--- config.mk ---
export PLATFORM = sky130hd
export DESIGN_NAME = lsu_mem_req_flat
export DESIGN_NICKNAME = d
export VERILOG_FILES = /design/src/rtl/lsu_mem_req_if.sv /design/src/rtl/lsu_mem_req.sv /design/src/flat_wrapper.sv
export SDC_FILE = /design/constraint.sdc
export NUM_CORES = 1
export LEC_CHECK = 0
export ABC_AREA = 1
export CORE_MARGIN = 8
export CORE_UTILIZATION = 40
export CTS_CLUSTER_DIAMETER = 200
export DETAILED_ROUTE_END_ITERATION = 16
export PLACE_DENSITY = 0.74
export SLEW_MARGIN = 20
export SYNTH_ARGS = -nofsm -noshare
export SYNTH_HDL_FRONTEND = slang
export SYNTH_SLANG_ARGS = --single-unit
--- constraint.sdc ---
create_clock -name clk -period 2 [get_ports clk]
set_input_delay 0.5 -clock clk [delete_from_list [all_inputs] [get_ports clk]]
set_output_delay 0.5 -clock clk [all_outputs]
set_load 0.05 [all_outputs]
--- src/rtl/lsu_mem_req_if.sv ---
// Core-side and memory-side handshake bundle of the load/store requester.
// The requester connects through the slave modport; the environment that
// drives the core request, memory responder and result consumer uses master.
interface lsu_mem_req_if;
    // core request
    logic        in_valid;
    logic        in_ready;
    logic        in_wen;
    logic [1:0]  in_size;
    logic        in_unsigned;
    logic [63:0] in_addr;
    logic [63:0] in_wdata;
    // memory request
    logic        mem_req_valid;
    logic        mem_req_ready;
    logic        mem_req_wen;
    logic [63:0] mem_req_addr;
    logic [63:0] mem_req_wdata;
    logic [7:0]  mem_req_wmask;
    // memory response
    logic        mem_resp_valid;
    logic [63:0] mem_resp_rdata;
    // result
    logic        out_valid;
    logic        out_ready;
    logic [63:0] out_rdata;
    logic        out_err_misalign;
    logic        out_err_timeout;

    modport master (
        output in_valid, in_wen, in_size, in_unsigned, in_addr, in_wdata,
        input  in_ready,
        input  mem_req_valid, mem_req_wen, mem_req_addr, mem_req_wdata, mem_req_wmask,
        output mem_req_ready,
        output mem_resp_valid, mem_resp_rdata,
        input  out_valid, out_rdata, out_err_misalign, out_err_timeout,
        output out_ready
    );

    modport slave (
        input  in_valid, in_wen, in_size, in_unsigned, in_addr, in_wdata,
        output in_ready,
        output mem_req_valid, mem_req_wen, mem_req_addr, mem_req_wdata, mem_req_wmask,
        input  mem_req_ready,
        input  mem_resp_valid, mem_resp_rdata,
        output out_valid, out_rdata, out_err_misalign, out_err_timeout,
        input  out_ready
    );
endinterface

--- src/rtl/lsu_mem_req.sv ---
// Load/store requester: accepts one core operation, issues a doubleword-aligned
// memory request, waits for the response (with timeout) and returns extended
// load data or a store completion. One operation outstanding at a time.
module lsu_mem_req #(
    parameter int TIMEOUT_CYCLES = 256,
    parameter int CNT_W          = 9
) (
    input  logic         clk,
    input  logic         rst,
    lsu_mem_req_if.slave bus
);
    typedef enum logic [1:0] {IDLE, REQ, WAIT, DONE} state_t;

    localparam logic [CNT_W-1:0] CNT_LAST = CNT_W'(TIMEOUT_CYCLES - 1);

    state_t            state_q, state_d;
    logic [CNT_W-1:0]  cnt_q, cnt_d;
    logic              wen_q, wen_d;
    logic [1:0]        size_q, size_d;
    logic              uns_q, uns_d;
    logic [63:0]       addr_q, addr_d;
    logic [63:0]       wdata_q, wdata_d;
    logic [63:0]       rdata_q, rdata_d;
    logic              err_mis_q, err_mis_d;
    logic              err_to_q, err_to_d;

    function automatic logic misaligned(input logic [1:0] size, input logic [2:0] a);
        case (size)
            2'd1:    return a[0];
            2'd2:    return |a[1:0];
            2'd3:    return |a[2:0];
            default: return 1'b0;
        endcase
    endfunction

    // Pick the addressed lane out of the doubleword and extend it to 64 bits.
    function automatic logic [63:0] load_ext(input logic [63:0] rd, input logic [2:0] off,
                                             input logic [1:0] size, input logic uns);
        logic [63:0] sh;
        sh = rd >> {off, 3'b000};
        case (size)
            2'd0:    return uns ? {56'd0, sh[7:0]}  : {{56{sh[7]}},  sh[7:0]};
            2'd1:    return uns ? {48'd0, sh[15:0]} : {{48{sh[15]}}, sh[15:0]};
            2'd2:    return uns ? {32'd0, sh[31:0]} : {{32{sh[31]}}, sh[31:0]};
            default: return sh;
        endcase
    endfunction

    // State and latched operation fields; reset drops any in-flight request.
    always_ff @(posedge clk) begin
        if (rst) begin
            state_q   <= IDLE;
            cnt_q     <= '0;
            wen_q     <= 1'b0;
            size_q    <= 2'd0;
            uns_q     <= 1'b0;
            addr_q    <= '0;
            wdata_q   <= '0;
            rdata_q   <= '0;
            err_mis_q <= 1'b0;
            err_to_q  <= 1'b0;
        end else begin
            state_q   <= state_d;
            cnt_q     <= cnt_d;
            wen_q     <= wen_d;
            size_q    <= size_d;
            uns_q     <= uns_d;
            addr_q    <= addr_d;
            wdata_q   <= wdata_d;
            rdata_q   <= rdata_d;
            err_mis_q <= err_mis_d;
            err_to_q  <= err_to_d;
        end
    end

    // Next-state: accept/align check, request handshake, response/timeout, result hold.
    always_comb begin
        state_d   = state_q;
        cnt_d     = cnt_q;
        wen_d     = wen_q;
        size_d    = size_q;
        uns_d     = uns_q;
        addr_d    = addr_q;
        wdata_d   = wdata_q;
        rdata_d   = rdata_q;
        err_mis_d = err_mis_q;
        err_to_d  = err_to_q;
        case (state_q)
            IDLE: if (bus.in_valid) begin
                wen_d   = bus.in_wen;
                size_d  = bus.in_size;
                uns_d   = bus.in_unsigned;
                addr_d  = bus.in_addr;
                wdata_d = bus.in_wdata;
                if (misaligned(bus.in_size, bus.in_addr[2:0])) begin
                    state_d   = DONE;
                    err_mis_d = 1'b1;
                    rdata_d   = '0;
                end else begin
                    state_d = REQ;
                end
            end
            REQ: if (bus.mem_req_ready) begin
                state_d = WAIT;
                cnt_d   = '0;
            end
            WAIT: begin
                cnt_d = cnt_q + 1'b1;
                // a response on the final cycle still wins over the timeout
                if (bus.mem_resp_valid) begin
                    state_d = DONE;
                    rdata_d = wen_q ? 64'd0 : load_ext(bus.mem_resp_rdata, addr_q[2:0], size_q, uns_q);
                end else if (cnt_q == CNT_LAST) begin
                    state_d  = DONE;
                    err_to_d = 1'b1;
                    rdata_d  = '0;
                end
            end
            DONE: if (bus.out_ready) begin
                state_d   = IDLE;
                err_mis_d = 1'b0;
                err_to_d  = 1'b0;
            end
            default: state_d = IDLE;
        endcase
    end

    logic [7:0] size_mask;
    always_comb begin
        case (size_q)
            2'd0:    size_mask = 8'h01;
            2'd1:    size_mask = 8'h03;
            2'd2:    size_mask = 8'h0F;
            default: size_mask = 8'hFF;
        endcase
    end

    // Outputs decode only from state and latched fields.
    assign bus.in_ready         = (state_q == IDLE);
    assign bus.mem_req_valid    = (state_q == REQ);
    assign bus.mem_req_wen      = (state_q == REQ) && wen_q;
    assign bus.mem_req_addr     = {addr_q[63:3], 3'b000};
    assign bus.mem_req_wdata    = wdata_q << {addr_q[2:0], 3'b000};
    assign bus.mem_req_wmask    = ((state_q == REQ) && wen_q) ? (size_mask << addr_q[2:0]) : 8'h00;
    assign bus.out_valid        = (state_q == DONE);
    assign bus.out_rdata        = rdata_q;
    assign bus.out_err_misalign = err_mis_q;
    assign bus.out_err_timeout  = err_to_q;
endmodule

--- src/flat_wrapper.sv ---
// flat-port wrapper written by rule: the top's interface ports become plain ports
module lsu_mem_req_flat 
#(
    parameter int TIMEOUT_CYCLES = 256,
    parameter int CNT_W          = 9
)
  (clk, rst, bus_in_valid, bus_in_wen, bus_in_size, bus_in_unsigned, bus_in_addr, bus_in_wdata, bus_in_ready, bus_mem_req_valid, bus_mem_req_wen, bus_mem_req_addr, bus_mem_req_wdata, bus_mem_req_wmask, bus_mem_req_ready, bus_mem_resp_valid, bus_mem_resp_rdata, bus_out_valid, bus_out_rdata, bus_out_err_misalign, bus_out_err_timeout, bus_out_ready);
  lsu_mem_req_if bus_i ();
  input  logic clk;
  input  logic rst;
  input wire logic [$bits(bus_i.in_valid)-1:0] bus_in_valid;
  input wire logic [$bits(bus_i.in_wen)-1:0] bus_in_wen;
  input wire logic [$bits(bus_i.in_size)-1:0] bus_in_size;
  input wire logic [$bits(bus_i.in_unsigned)-1:0] bus_in_unsigned;
  input wire logic [$bits(bus_i.in_addr)-1:0] bus_in_addr;
  input wire logic [$bits(bus_i.in_wdata)-1:0] bus_in_wdata;
  output wire logic [$bits(bus_i.in_ready)-1:0] bus_in_ready;
  output wire logic [$bits(bus_i.mem_req_valid)-1:0] bus_mem_req_valid;
  output wire logic [$bits(bus_i.mem_req_wen)-1:0] bus_mem_req_wen;
  output wire logic [$bits(bus_i.mem_req_addr)-1:0] bus_mem_req_addr;
  output wire logic [$bits(bus_i.mem_req_wdata)-1:0] bus_mem_req_wdata;
  output wire logic [$bits(bus_i.mem_req_wmask)-1:0] bus_mem_req_wmask;
  input wire logic [$bits(bus_i.mem_req_ready)-1:0] bus_mem_req_ready;
  input wire logic [$bits(bus_i.mem_resp_valid)-1:0] bus_mem_resp_valid;
  input wire logic [$bits(bus_i.mem_resp_rdata)-1:0] bus_mem_resp_rdata;
  output wire logic [$bits(bus_i.out_valid)-1:0] bus_out_valid;
  output wire logic [$bits(bus_i.out_rdata)-1:0] bus_out_rdata;
  output wire logic [$bits(bus_i.out_err_misalign)-1:0] bus_out_err_misalign;
  output wire logic [$bits(bus_i.out_err_timeout)-1:0] bus_out_err_timeout;
  input wire logic [$bits(bus_i.out_ready)-1:0] bus_out_ready;
  assign bus_i.in_valid = bus_in_valid;
  assign bus_i.in_wen = bus_in_wen;
  assign bus_i.in_size = bus_in_size;
  assign bus_i.in_unsigned = bus_in_unsigned;
  assign bus_i.in_addr = bus_in_addr;
  assign bus_i.in_wdata = bus_in_wdata;
  assign bus_in_ready = bus_i.in_ready;
  assign bus_mem_req_valid = bus_i.mem_req_valid;
  assign bus_mem_req_wen = bus_i.mem_req_wen;
  assign bus_mem_req_addr = bus_i.mem_req_addr;
  assign bus_mem_req_wdata = bus_i.mem_req_wdata;
  assign bus_mem_req_wmask = bus_i.mem_req_wmask;
  assign bus_i.mem_req_ready = bus_mem_req_ready;
  assign bus_i.mem_resp_valid = bus_mem_resp_valid;
  assign bus_i.mem_resp_rdata = bus_mem_resp_rdata;
  assign bus_out_valid = bus_i.out_valid;
  assign bus_out_rdata = bus_i.out_rdata;
  assign bus_out_err_misalign = bus_i.out_err_misalign;
  assign bus_out_err_timeout = bus_i.out_err_timeout;
  assign bus_i.out_ready = bus_out_ready;
  lsu_mem_req #(.TIMEOUT_CYCLES(TIMEOUT_CYCLES), .CNT_W(CNT_W)) u_core (.clk(clk), .rst(rst), .bus(bus_i));
endmodule
-- Word-level counts from Yosys, hierarchy flattened
Cells that the tools add are included.
- flip-flop bits (word level): 209
- input port bits: 202
- output and inout port bits: 206
- $add $sub $neg: 1
- eq/ne operators: 16
- shift operators: 3
- mux-type cells: 31
- reductions and logical operators: 15
- operator list (cell ; count):
    64-bit 2-to-1 mux ; 8
    64-bit case mux with 3 select lines ; 1
    64-bit case mux with 2 select lines ; 1
    64-bit by 6-bit << shifter with 64-bit output ; 1
    64-bit by 6-bit right shift with 64-bit output ; 1
    8-bit case mux with 3 select lines ; 1
    9-bit case mux with 2 select lines ; 1
    4-bit AND reduction ; 4
    2-bit 2-to-1 mux ; 6
    2-bit == test, second input constant ; 5
    9-bit by 1-bit adder with 9-bit output, second input constant ; 1
    9-bit by 8-bit == test with 1-bit output, second input constant ; 1
    9-bit 2-to-1 mux ; 1
    8-bit 2-to-1 mux ; 1
    2-bit by 1-bit inequality test with 1-bit output, second input constant ; 4
    2-bit case mux with 4 select lines ; 1
    2-bit nonzero test ; 4
    8-bit by 3-bit << shifter with 8-bit output ; 1
    1-bit 2-to-1 mux ; 7
    2-bit by 1-bit == test with 1-bit output, second input constant ; 3
    2-bit logical NOT ; 2
    2-bit inequality test, second input constant ; 2
    1-bit case mux with 2 select lines ; 2
    2-bit AND reduction ; 2
    other kinds (5) ; 5

-- Longest topological paths before layout
Gate-level depths: netlist of the first run.
- depth in word-level cells: 7
- mapped depth: 15
- depth with buffers taken out: 14

-- Worst setup path after synthesis of the first run
OpenSTA, ideal clock, no wires.
- kind: flip-flop to output port
- start point: reg u_core.state_q[1]
- end point: out bus_mem_req_wmask[4]
- arrival time: 2348 ps
- required time: 1500 ps
- path slack: -848 ps
- stages on the path, launching flop included: 7
- path buffers: 0
- path through: dfxtp_1 -> inv_1 -> ha_1 -> nand2_1 -> inv_1 -> o21ai_0 -> a21oi_1
- cells in the longest elaborated chain, start to end: 3
- RTL lines (item ; RTL line ; RTL):
    from (decl) ; lsu_mem_req.sv:16 ; state_t state_q, state_d;
    from (signal assigned) ; lsu_mem_req.sv:63 ; state_q <= state_d;
    2-bit by 1-bit == test with 1-bit output ; -- ;
    net bus_mem_req_valid ; flat_wrapper.sv:18 ; output wire logic [$bits(bus_i.mem_req_valid)-1:0] bus_mem_req_valid;
    1-bit logical AND ; lsu_mem_req.sv:144 ; assign bus.mem_req_wmask = ((state_q == REQ) && wen_q) ? (size_mask << addr_q[2:0]) : 8'h00;
    net bus_mem_req_wen ; flat_wrapper.sv:19 ; output wire logic [$bits(bus_i.mem_req_wen)-1:0] bus_mem_req_wen;
    8-bit 2-to-1 mux ; lsu_mem_req.sv:144 ;
    to (decl) ; flat_wrapper.sv:22 ; output wire logic [$bits(bus_i.mem_req_wmask)-1:0] bus_mem_req_wmask;
The timed path passes the listed nets, and every way through them passes these cells.

-- Worst setup path in the final report of the first run
- start point: reg u_core.addr_q[0]
- end point: out bus_mem_req_wdata[53]
- cells in the longest elaborated chain, start to end: 1
- RTL lines (item ; RTL line ; RTL):
    from (decl) ; lsu_mem_req.sv:21 ; logic [63:0] addr_q, addr_d;
    from (signal assigned) ; lsu_mem_req.sv:68 ; addr_q <= addr_d;
    64-bit by 6-bit << shifter with 64-bit output ; lsu_mem_req.sv:143 ; assign bus.mem_req_wdata = wdata_q << {addr_q[2:0], 3'b000};
    to (decl) ; flat_wrapper.sv:21 ; output wire logic [$bits(bus_i.mem_req_wdata)-1:0] bus_mem_req_wdata;
Every way passes these cells.

==> impl_metrics.yaml, run 1 <==
status:
  status: "finished, violations left"
  violations: "setup timing"
flow_run:
  cap_viol_max_count: 0
clock_tree:
  cts_tree: "done"
  clk_latency_ns: 0.53
  h-tree-depth: 1
  clockBufferDepth: 3
  path_clk_slew_ns: 0.06
  ctsRootBufferMaster: "clkbuf_16"
  cts_sinks: 209
  cts_made_buffers: 24
  cts.hold.buffers_added: 0
yosys:
  yosysTopAreaCellShare: 0.353
  syn_area_per_cell_sq_um: 6.58
  synth_area_sq_mm: 0.0119
  synthCells: 1801
  synth.area.top_cells: "dfxtp_1 35%, nand2_1 12%, o21ai_0 12%"
  synthDistinctLibCells: 41
  yosysWarnings: 0
  seq_area_frac_synth: 0.353
  synth-seq-cells: 209
  yosysTopAreaCell: "dfxtp_1"
drt:
  drt-total-wl_microns: 57100
  viasPerCell: 5.53
  first_pass_iters: 6
  drt-initial-drc-count: 1253
  vias: 14600
  wl_met1_microns: 19700
  wl_met3_microns: 5390
  post_drt_wl_per_cell_microns: 21.7
  wl_met2_microns: 27700
  route.detailed.drc: 0
  top_layer: "met5"
  postRouteAntennaNets: 0
worst_setup_path:
  required_ns: 1.50
  critical-path-slowest-cell: "dfxtp_4"
  r2r-end: "u_core.bus.out_rdata[57]$_SDFFE_PP0P_"
  crit_chain: "buf_12, buf_12, buf_8, nand2_2, nand2_2, a22oi_2, buf_6, o21ai_4, buf_12"
  ff2ff_path_depth: 15
  cp-end-kind: "output pin"
  startpoint_type: "flop"
  cpMostUsedCell: "buf_12"
  rr_startpoint: "u_core.addr_q[0]$_SDFFE_PP0P_"
  worstSetupPathType: "flop to output pin"
  reg2reg_slack_ns: -0.24
  worstPathArrival_ns: 2.04
  critPathMaxStageDelay_ns: 0.40
  critPathMaxFanout: 7
  crit_buf_inv: 5
  crit_family: "buffers and inverters"
cells_and_area:
  syn_to_final_growth_pct: 76.1
  final_util: 0.710
  final_nets: 2437
  drive_above_1_share: 0.365
  layout_commonest_cell: "nand2_1"
  layout_common_cells: "291 x nand2_1, 273 x nor2_1, 235 x buf_4, 201 x o21ai_0, 200 x clkdlybuf4s50_1"
timing:
  drv_slew: 0
  fin_crit_sh: 1.27
  tightestPinTransition_ns: 1.00
  grt_setup_unrepaired: "yes"
  setup_slack_ns: -0.536
  finClkSkew_ns: 0.0139
  finalSetupViolations: 133
  hold_ws_ns: 0.468
  max_freq_mhz: 394
  fin_crit_ns: 2.54
  relSlewSlack: 0.334
  hold_violations: 0
global_route:
  grt_overflow_total: 0
  grt_use_total: 0.289
  grt_max_degree: 68
  grt_pass1_vias: 14100
  antenna_found_initial: 4
  grt_pass1_wl_microns: 81400
power:
  intPower_mw: 15.7
  p_leak_nw: 8.53
  peakVddDrop_v: 0.000957
  seqPwrFrac: 0.188
  switchingPower_mw: 14.8
  power_frac_comb: 0.669
  p_sw_frac: 0.485
  p_clk_frac: 0.143
  p_per_area_mw_per_mm2: 1460
die:
  ios: 408
  die_y_microns: 188
  initial_core_util: 0.403
  rows: 63
  fp.coreArea_sq_mm: 0.0294
  dieArea_sq_mm: 0.0354
  die_width_microns: 188
placed_design:
  gp_congestion: 0.950
  io_buffers: 404
  dpl.hpwl_microns: 40200
min_path:
  holdPathEnd: "u_core.bus.out_rdata[9]$_SDFFE_PP0P_"
  holdPathStages: 2
  hold_path_startpoint: "u_core.bus.out_rdata[9]$_SDFFE_PP0P_"
  holdCritPathClass: "flop to flop"
layer usage:
layer	GRT usage	up-vias
met1	0.312	6774
met4	0.173	6
li1	-	6725
met5	0	-
met2	0.494	824
met3	0.0858	231
cell usage after synthesis, drive strengths merged:
master and number:
mux2i 24, o22ai 3, a21oi 117, xnor2 1
nor3 6, inv 65, nand4 1, nor4 1
a22oi 11, and2 2, ha 6, a311oi 1
dfxtp 209, a21o 2, a31oi 3, nand3 115
or2 13, buf 121, o211ai 19, o21ai 293
a2bb2oi 1, clkbuf 83, conb 1, nand2 378
nor2 323, o31ai 2
kinds of logic (layout without fill, tap and decap cells):
logic type / count (synthesis) / after routing / share of synthesized area
DFF: 209 / 209 / 0.353
muxes: 24 / 24 / 0.0203
and+or+nand+nor: 839 / 839 / 0.299
adders and majority gates: 6 / 6 / 0.00633
AOI/OAI and AO/OA: 452 / 452 / 0.204
buffers and inverters: 269 / 708 / 0.116
other: 1 / 4 / 0.000316
xor gates and xnor gates: 1 / 1 / 0.000739
tightest hold or removal path: stages, from the launching register on:
cell and delay (ns):
dfxtp_1 0.31, nand2_1 0.06, a21oi_1 0.05
how the worst max path moves through the flow:
stage | from | endpoint | cells past startpoint
floorplan | u_core.state_q[1]$_SDFFE_PP0P_ | bus_mem_req_wmask[4] | 6
global placement | bus_in_size[0] | u_core.bus.out_rdata[23]$_SDFFE_PP0P_ | 10
detailed placement | bus_in_size[0] | u_core.bus.out_rdata[57]$_SDFFE_PP0P_ | 10
CTS | u_core.addr_q[0]$_SDFFE_PP0P_ | bus_mem_req_wdata[54] | 6
global route | u_core.addr_q[0]$_SDFFE_PP0P_ | bus_mem_req_wdata[60] | 7
finish | u_core.addr_q[0]$_SDFFE_PP0P_ | bus_mem_req_wdata[53] | 9
power by group through the flow:
stage          Sequential (mW)  Clock [mW]  Combinational [mW]
3_3_place_gp              5.60           0                17.3
5_1_grt                   5.81        4.56                21.3
4_1_cts                   5.61        4.41                18.5
6_report                  5.74        4.35                20.4
2_1_floorplan             5.66           0                10.7
3_5_place_dp              5.64           0                17.5
metrics by stage:
step | power, mW | setup TNS, ns | worst slack, ns | std cells | instance area, sq um
after floorplan | 16.4 | -1.51 | -0.0584 | 1803 | 12800
after global placement | 22.9 | -12.91 | -0.280 | 2529 | 17800
after detailed placement | 23.1 | -15.19 | -0.310 | 2529 | 17800
after CTS | 28.5 | -32.35 | -0.500 | 2598 | 19500
after global routing | 31.7 | -46.58 | -0.581 | 2632 | 20900
final | 30.5 | -36.63 | -0.536 | 2633 | 20900
registers in the layout, summed over array words and instances (netlist names):
name / cells
u_core.cnt_q: 9
u_core.size_q: 2
u_core.addr_q: 64
u_core.bus.out_err_misalign: 1
u_core.wen_q: 1
u_core.uns_q: 1
u_core.wdata_q: 64
u_core.bus.out_err_timeout: 1
u_core.bus.out_rdata: 64
u_core.state_q: 2
repair_timing:
item,4_1_cts,5_1_grt
buffers inserted,20,27
endpoints found under the setup margin,145,144
gates resized for setup,144,264
cloned,10,12
pin swaps,19,74
layout make-up:
cell class                      count  area, sq um
Fill cell                        2155         8520
Multi-Input combinational cell   1325         8280
Timing Repair Buffer              604         6840
Sequential cell                   209         4200
Clock buffer                       36          747
Tap cell                          390          488
Inverter                           65          288
Clock inverter                      3         28.8
Antenna cell                        1         2.50
Power figures use the tool's default switching activity.
==> inputs of run 2 (changes only) <==
--- a/config.mk
+++ b/config.mk
@@ -6,7 +6,7 @@
 export NUM_CORES = 1
 export LEC_CHECK = 0
 export ABC_AREA = 1
-export CORE_MARGIN = 8
+export CORE_MARGIN = 2
 export CORE_UTILIZATION = 40
 export CTS_CLUSTER_DIAMETER = 200
 export DETAILED_ROUTE_END_ITERATION = 16
==> run 2 against run 1 <==
  * The run still ends with setup timing left
  * Clock-buffer cell count down 4
  * Via count rose by 2.5%
  * Final cell count rose by 0.61%
  * Maximum frequency down 1.3%
  * Setup slack worse by 0.034 ns
  * Global-route usage grew 5.9 points
  * Sequential share of layout area fell by 0.65 points
  * Clock power rose by 3%
  * Largest power group unchanged
  * Total power up 4.4%
  * Die area fell by 12%
  * Combinational power grew 6%
==> impl_metrics.yaml, run 2 (synthesis results as in run 1) <==
timing:
  fin_crit_sh: 1.28
  grt_setup_unrepaired: "yes"
  drv_slew: 0
  finClkSkew_ns: 0.0179
  max_freq_mhz: 389
  setup_slack_ns: -0.570
  hold_violations: 0
  tightestPinTransition_ns: 1.12
  fin_crit_ns: 2.57
  finalSetupViolations: 138
  relSlewSlack: 0.250
clock_tree:
  cts_tree: "done"
  h-tree-depth: 1
  cts.hold.buffers_added: 0
  clk_latency_ns: 0.54
  ctsRootBufferMaster: "clkbuf_16"
  clockBufferDepth: 3
  path_clk_slew_ns: 0.06
  cts_sinks: 209
  cts_made_buffers: 25
cells_and_area:
  final_cells: 2649
  stdcell_area_sq_mm: 0.0216
  layout_common_cells: "277 x nor2_1, 261 x nand2_1, 207 x o21ai_0, 200 x clkdlybuf4s50_1, 199 x dfxtp_1"
  fill_cells: 2100
  syn_to_final_growth_pct: 82.0
  final_nets: 2448
  drive_above_1_share: 0.366
  layout_commonest_cell: "nor2_1"
power:
  p_per_area_mw_per_mm2: 1470
  total_power_mw: 31.8
  peakVddDrop_v: 0.000965
  p_leak_nw: 8.82
status:
  status: "finished, violations left"
  violations: "setup timing"
die:
  die_width_microns: 176
  fp.coreArea_sq_mm: 0.0294
  initial_core_util: 0.403
  die_y_microns: 176
  dieArea_sq_mm: 0.0310
  ios: 408
  rows: 63
worst_setup_path:
  crit_family: "buffers and inverters"
  worstSetupPathType: "flop to output pin"
  crit_chain: "buf_6, clkinv_8, buf_12, nand2_2, nand2_2, a22oi_2, o21ai_4, buf_12"
  startpoint_type: "flop"
  required_ns: 1.50
  critPathMaxStageDelay_ns: 0.42
  crit_buf_inv: 4
  critPathMaxFanout: 7
  critical-path-slowest-cell: "dfxtp_4"
  cp-end-kind: "output pin"
  worstPathArrival_ns: 2.07
drt:
  vias: 14900
  route.detailed.drc: 0
  first_pass_iters: 6
  drt-initial-drc-count: 1283
  postRouteAntennaNets: 0
  drt-total-wl_microns: 59200
  post_drt_wl_per_cell_microns: 22.3
  viasPerCell: 5.63
global_route:
  grt_max_degree: 83
  grt_overflow_total: 0
  grt_pass1_vias: 14700
  grtUsageMet2: 0.596
  grt_util_met3: 0.0909
  grt_use_total: 0.349
  grt_use_met1: 0.364
  grt_pass1_wl_microns: 83600
  grt_busiest_layer: "met2"
  antenna_found_initial: 4
placed_design:
  placedInstanceArea_sq_mm: 0.0179
  gp_congestion: 0.999
  dp.cells: 2528
  io_buffers: 404
  dpl.hpwl_microns: 37900
min_path:
  holdCritPathClass: "input pin to flop"
flow_run:
  cap_viol_max_count: 0
==> run 2: worst paths after layout <==
| kind | cells after the start | startpoint | endpoint | slack (ns) |
|---|---|---|---|---|
| worst min-delay path | 4 | rst | u_core.cnt_q[0]$_SDFFE_PP0P_ | 0.40 |
| worst max register to register | 11 | u_core.addr_q[0]$_SDFFE_PP0P_ | u_core.bus.out_rdata[17]$_SDFFE_PP0P_ | -0.34 |
| worst min register to register | 2 | u_core.bus.out_rdata[56]$_SDFFE_PP0P_ | u_core.bus.out_rdata[56]$_SDFFE_PP0P_ | 0.47 |
| worst max-delay path | 8 | u_core.addr_q[0]$_SDFFE_PP0P_ | bus_mem_req_wdata[53] | -0.57 |
==> run 2: metal layers <==
metal,up-vias,part of all wire
met3,317,0.10
met4,4,0.093
met5,-,0.00044
li1,6745,-
met1,6915,0.33
met2,937,0.48
==> run 2: where the power goes <==
part	switching (mW)	leakage (nW)	total, mW	internal, mW
sequential	0.768	1.72	5.75	4.98
clock	1.90	0.399	4.48	2.58
combinational	13.0	6.71	21.6	8.61
total	15.6	8.82	31.8	16.2
==> run 2: stage by stage <==
step | util | hold WS (ns) | TNS [ns] | setup WS (ns)
CTS | 0.709 | 0.383 | -42.52 | -0.513
global placement | 0.609 | 0.455 | -13.52 | -0.253
global route | 0.734 | 0.463 | -57.71 | -0.614
floorplan | - | 0.444 | -1.51 | -0.0584
detailed placement | 0.609 | 0.456 | -18.18 | -0.332
finish | 0.734 | 0.398 | -46.49 | -0.570
==> run 2: what timing repair did <==
item | CTS | global route
pin swaps | 74 | 74
endpoints found under the setup margin | 181 | 145
resized for setup | 327 | 219
cloned | 25 | 6
setup buffers | 51 | 13
==> run 2: area by class of cell <==
class / count / area (sq um) / share of cell area
antenna: 2 / 5.00 / 0.000232
multi-input combinational: 1328 / 8670 / 0.402
inverter: 65 / 313 / 0.0145
clock buffer: 32 / 693 / 0.0321
sequential: 209 / 4200 / 0.195
tap: 390 / 488 / 0.0226
clock inverter: 12 / 96.3 / 0.00447
timing repair buffer: 611 / 7110 / 0.330
==> run 2: tightest hold or removal path, delay by kind of cell <==
kind,cells,cell delay [ns]
buf+inv,2,0.24
compound gates,2,0.16
==> inputs of run 3 (changes only) <==
--- a/config.mk
+++ b/config.mk
@@ -6,7 +6,7 @@
 export NUM_CORES = 1
 export LEC_CHECK = 0
 export ABC_AREA = 1
-export CORE_MARGIN = 2
+export CORE_MARGIN = 1
 export CORE_UTILIZATION = 40
 export CTS_CLUSTER_DIAMETER = 200
 export DETAILED_ROUTE_END_ITERATION = 16
==> run 3 against run 2 <==
  * Register-to-register slack better by 0.04 ns
  * The run still ends with setup timing left
  * Total power up 1.4%
  * Non-clock buffer count up 6
==> impl_metrics.yaml, run 3 (synthesis results as in run 1) <==
status:
  status: "finished, violations left"
  violations: "setup timing"
drt:
  route.detailed.drc: 0
  post_drt_wl_per_cell_microns: 21.9
  viasPerCell: 5.65
  postRouteAntennaNets: 0
  first_pass_iters: 6
  drt-initial-drc-count: 1664
  drt-total-wl_microns: 58200
  vias: 15000
cells_and_area:
  syn_to_final_growth_pct: 82.8
  drive_above_1_share: 0.373
  layout_common_cells: "275 x nor2_1, 270 x nand2_1, 204 x buf_4, 202 x o21ai_0, 200 x clkdlybuf4s50_1"
  layout_commonest_cell: "nor2_1"
  final_nets: 2454
  final_util: 0.749
global_route:
  grt_overflow_total: 0
  grt_pass1_wl_microns: 81500
  grt_use_total: 0.344
  grt_max_degree: 68
  antenna_found_initial: 5
  grt_pass1_vias: 14300
die:
  fp.coreArea_sq_mm: 0.0289
  die_y_microns: 174
  die_width_microns: 174
  dieArea_sq_mm: 0.0303
  initial_core_util: 0.410
  rows: 62
  ios: 408
clock_tree:
  clk_latency_ns: 0.54
  cts_made_buffers: 25
  path_clk_slew_ns: 0.07
  cts_sinks: 209
  cts_tree: "done"
  clockBufferDepth: 3
  h-tree-depth: 1
  ctsRootBufferMaster: "clkbuf_16"
  cts.hold.buffers_added: 0
worst_setup_path:
  worstSetupPathType: "flop to output pin"
  critPathMaxFanout: 7
  worstPathArrival_ns: 2.02
  startpoint_type: "flop"
  cp-end-kind: "output pin"
  required_ns: 1.50
power:
  p_clk_frac: 0.149
  total_power_mw: 32.3
  power_frac_comb: 0.673
  p_sw_frac: 0.488
  switchingPower_mw: 15.8
  p_leak_nw: 8.93
  seqPwrFrac: 0.177
  p_per_area_mw_per_mm2: 1490
  peakVddDrop_v: 0.00114
  intPower_mw: 16.5
timing:
  tightestPinTransition_ns: 1.08
  finClkSkew_ns: 0.0107
  grt_setup_unrepaired: "yes"
  max_freq_mhz: 396
  fin_crit_sh: 1.26
  fin_crit_ns: 2.52
  relSlewSlack: 0.279
  setup_slack_ns: -0.525
  hold_violations: 0
  drv_slew: 0
  finalSetupViolations: 132
placed_design:
  dpl.hpwl_microns: 37500
  io_buffers: 404
  gp_congestion: 0.961
flow_run:
  cap_viol_max_count: 0
min_path:
  holdCritPathClass: "flop to flop"
## run 3: changes by cell type in the layout (fill, tap and decap cells not counted), moves of 8 or more
cell,change
nand2_1,+9
nand2_4,-10
a21oi_2,-11
dlygate4sd2_1,+10
buf_4,+8
o21ai_4,+8
nand3_2,+28
buf_6,-9
nand3_1,-23
## run 3: final timing paths
kind	startpoint	end	slack [ns]	cells past startpoint
worst min register to register	u_core.bus.out_rdata[59]$_SDFFE_PP0P_	u_core.bus.out_rdata[59]$_SDFFE_PP0P_	0.47	2
worst max-delay path	u_core.addr_q[0]$_SDFFE_PP0P_	bus_mem_req_wdata[54]	-0.52	9
worst min-delay path	u_core.bus.out_rdata[59]$_SDFFE_PP0P_	u_core.bus.out_rdata[59]$_SDFFE_PP0P_	0.47	2
worst max register to register	u_core.addr_q[0]$_SDFFE_PP0P_	u_core.bus.out_rdata[22]$_SDFFE_PP0P_	-0.30	11
## run 3: stage by stage
| step | hold slack (ns) | std cells | worst slack (ns) | cell area [sq um] | setup TNS [ns] |
|---|---|---|---|---|---|
| floorplan | 0.444 | 1803 | -0.0584 | 12800 | -1.51 |
| global placement | 0.457 | 2534 | -0.249 | 18000 | -12.06 |
| finish | 0.467 | 2652 | -0.525 | 21700 | -36.27 |
| global route | 0.485 | 2649 | -0.572 | 21700 | -43.28 |
| detailed placement | 0.458 | 2534 | -0.304 | 18000 | -14.68 |
| CTS | 0.466 | 2627 | -0.502 | 20400 | -37.11 |
## run 3: metal layers
layer | track usage | vias up | wire length [microns]
li1 | - | 6774 | -
met1 | 0.377 | 6999 | 20100
met2 | 0.580 | 922 | 27900
met3 | 0.0731 | 278 | 5210
met4 | 0.268 | 2 | 5040
met5 | 0 | - | 13
## run 3: area by class of cell
type | instances | area (sq um)
Multi-Input combinational cell | 1328 | 8720
Fill cell | 1973 | 7260
Timing Repair Buffer | 617 | 7110
Sequential cell | 209 | 4210
Clock buffer | 31 | 658
Tap cell | 384 | 480
Inverter | 65 | 305
Clock inverter | 15 | 194
Antenna cell | 3 | 7.51
## run 3: critical path, cell delays in order, from the launching register on
cell	delay [ns]
dfxtp_4	0.39
buf_8	0.15
inv_8	0.09
buf_8	0.14
nand2_2	0.06
nand2_2	0.10
a22oi_2	0.07
buf_4	0.16
o21ai_4	0.16
buf_12	0.15
## run 3: power by group through the flow
stage | Combinational [mW] | Clock [mW] | Sequential [mW]
after global routing | 22.5 | 5.01 | 5.80
after CTS | 19.6 | 4.82 | 5.58
after global placement | 17.3 | 0 | 5.57
after detailed placement | 17.4 | 0 | 5.61
after floorplan | 10.7 | 0 | 5.66
final | 21.7 | 4.81 | 5.72
## run 3: repair_timing
action / in CTS / in global routing
endpoints found under the setup margin: 188 / 142
buffers inserted: 30 / 27
gates resized for setup: 308 / 249
pin swaps: 79 / 93
gates cloned: 18 / 5
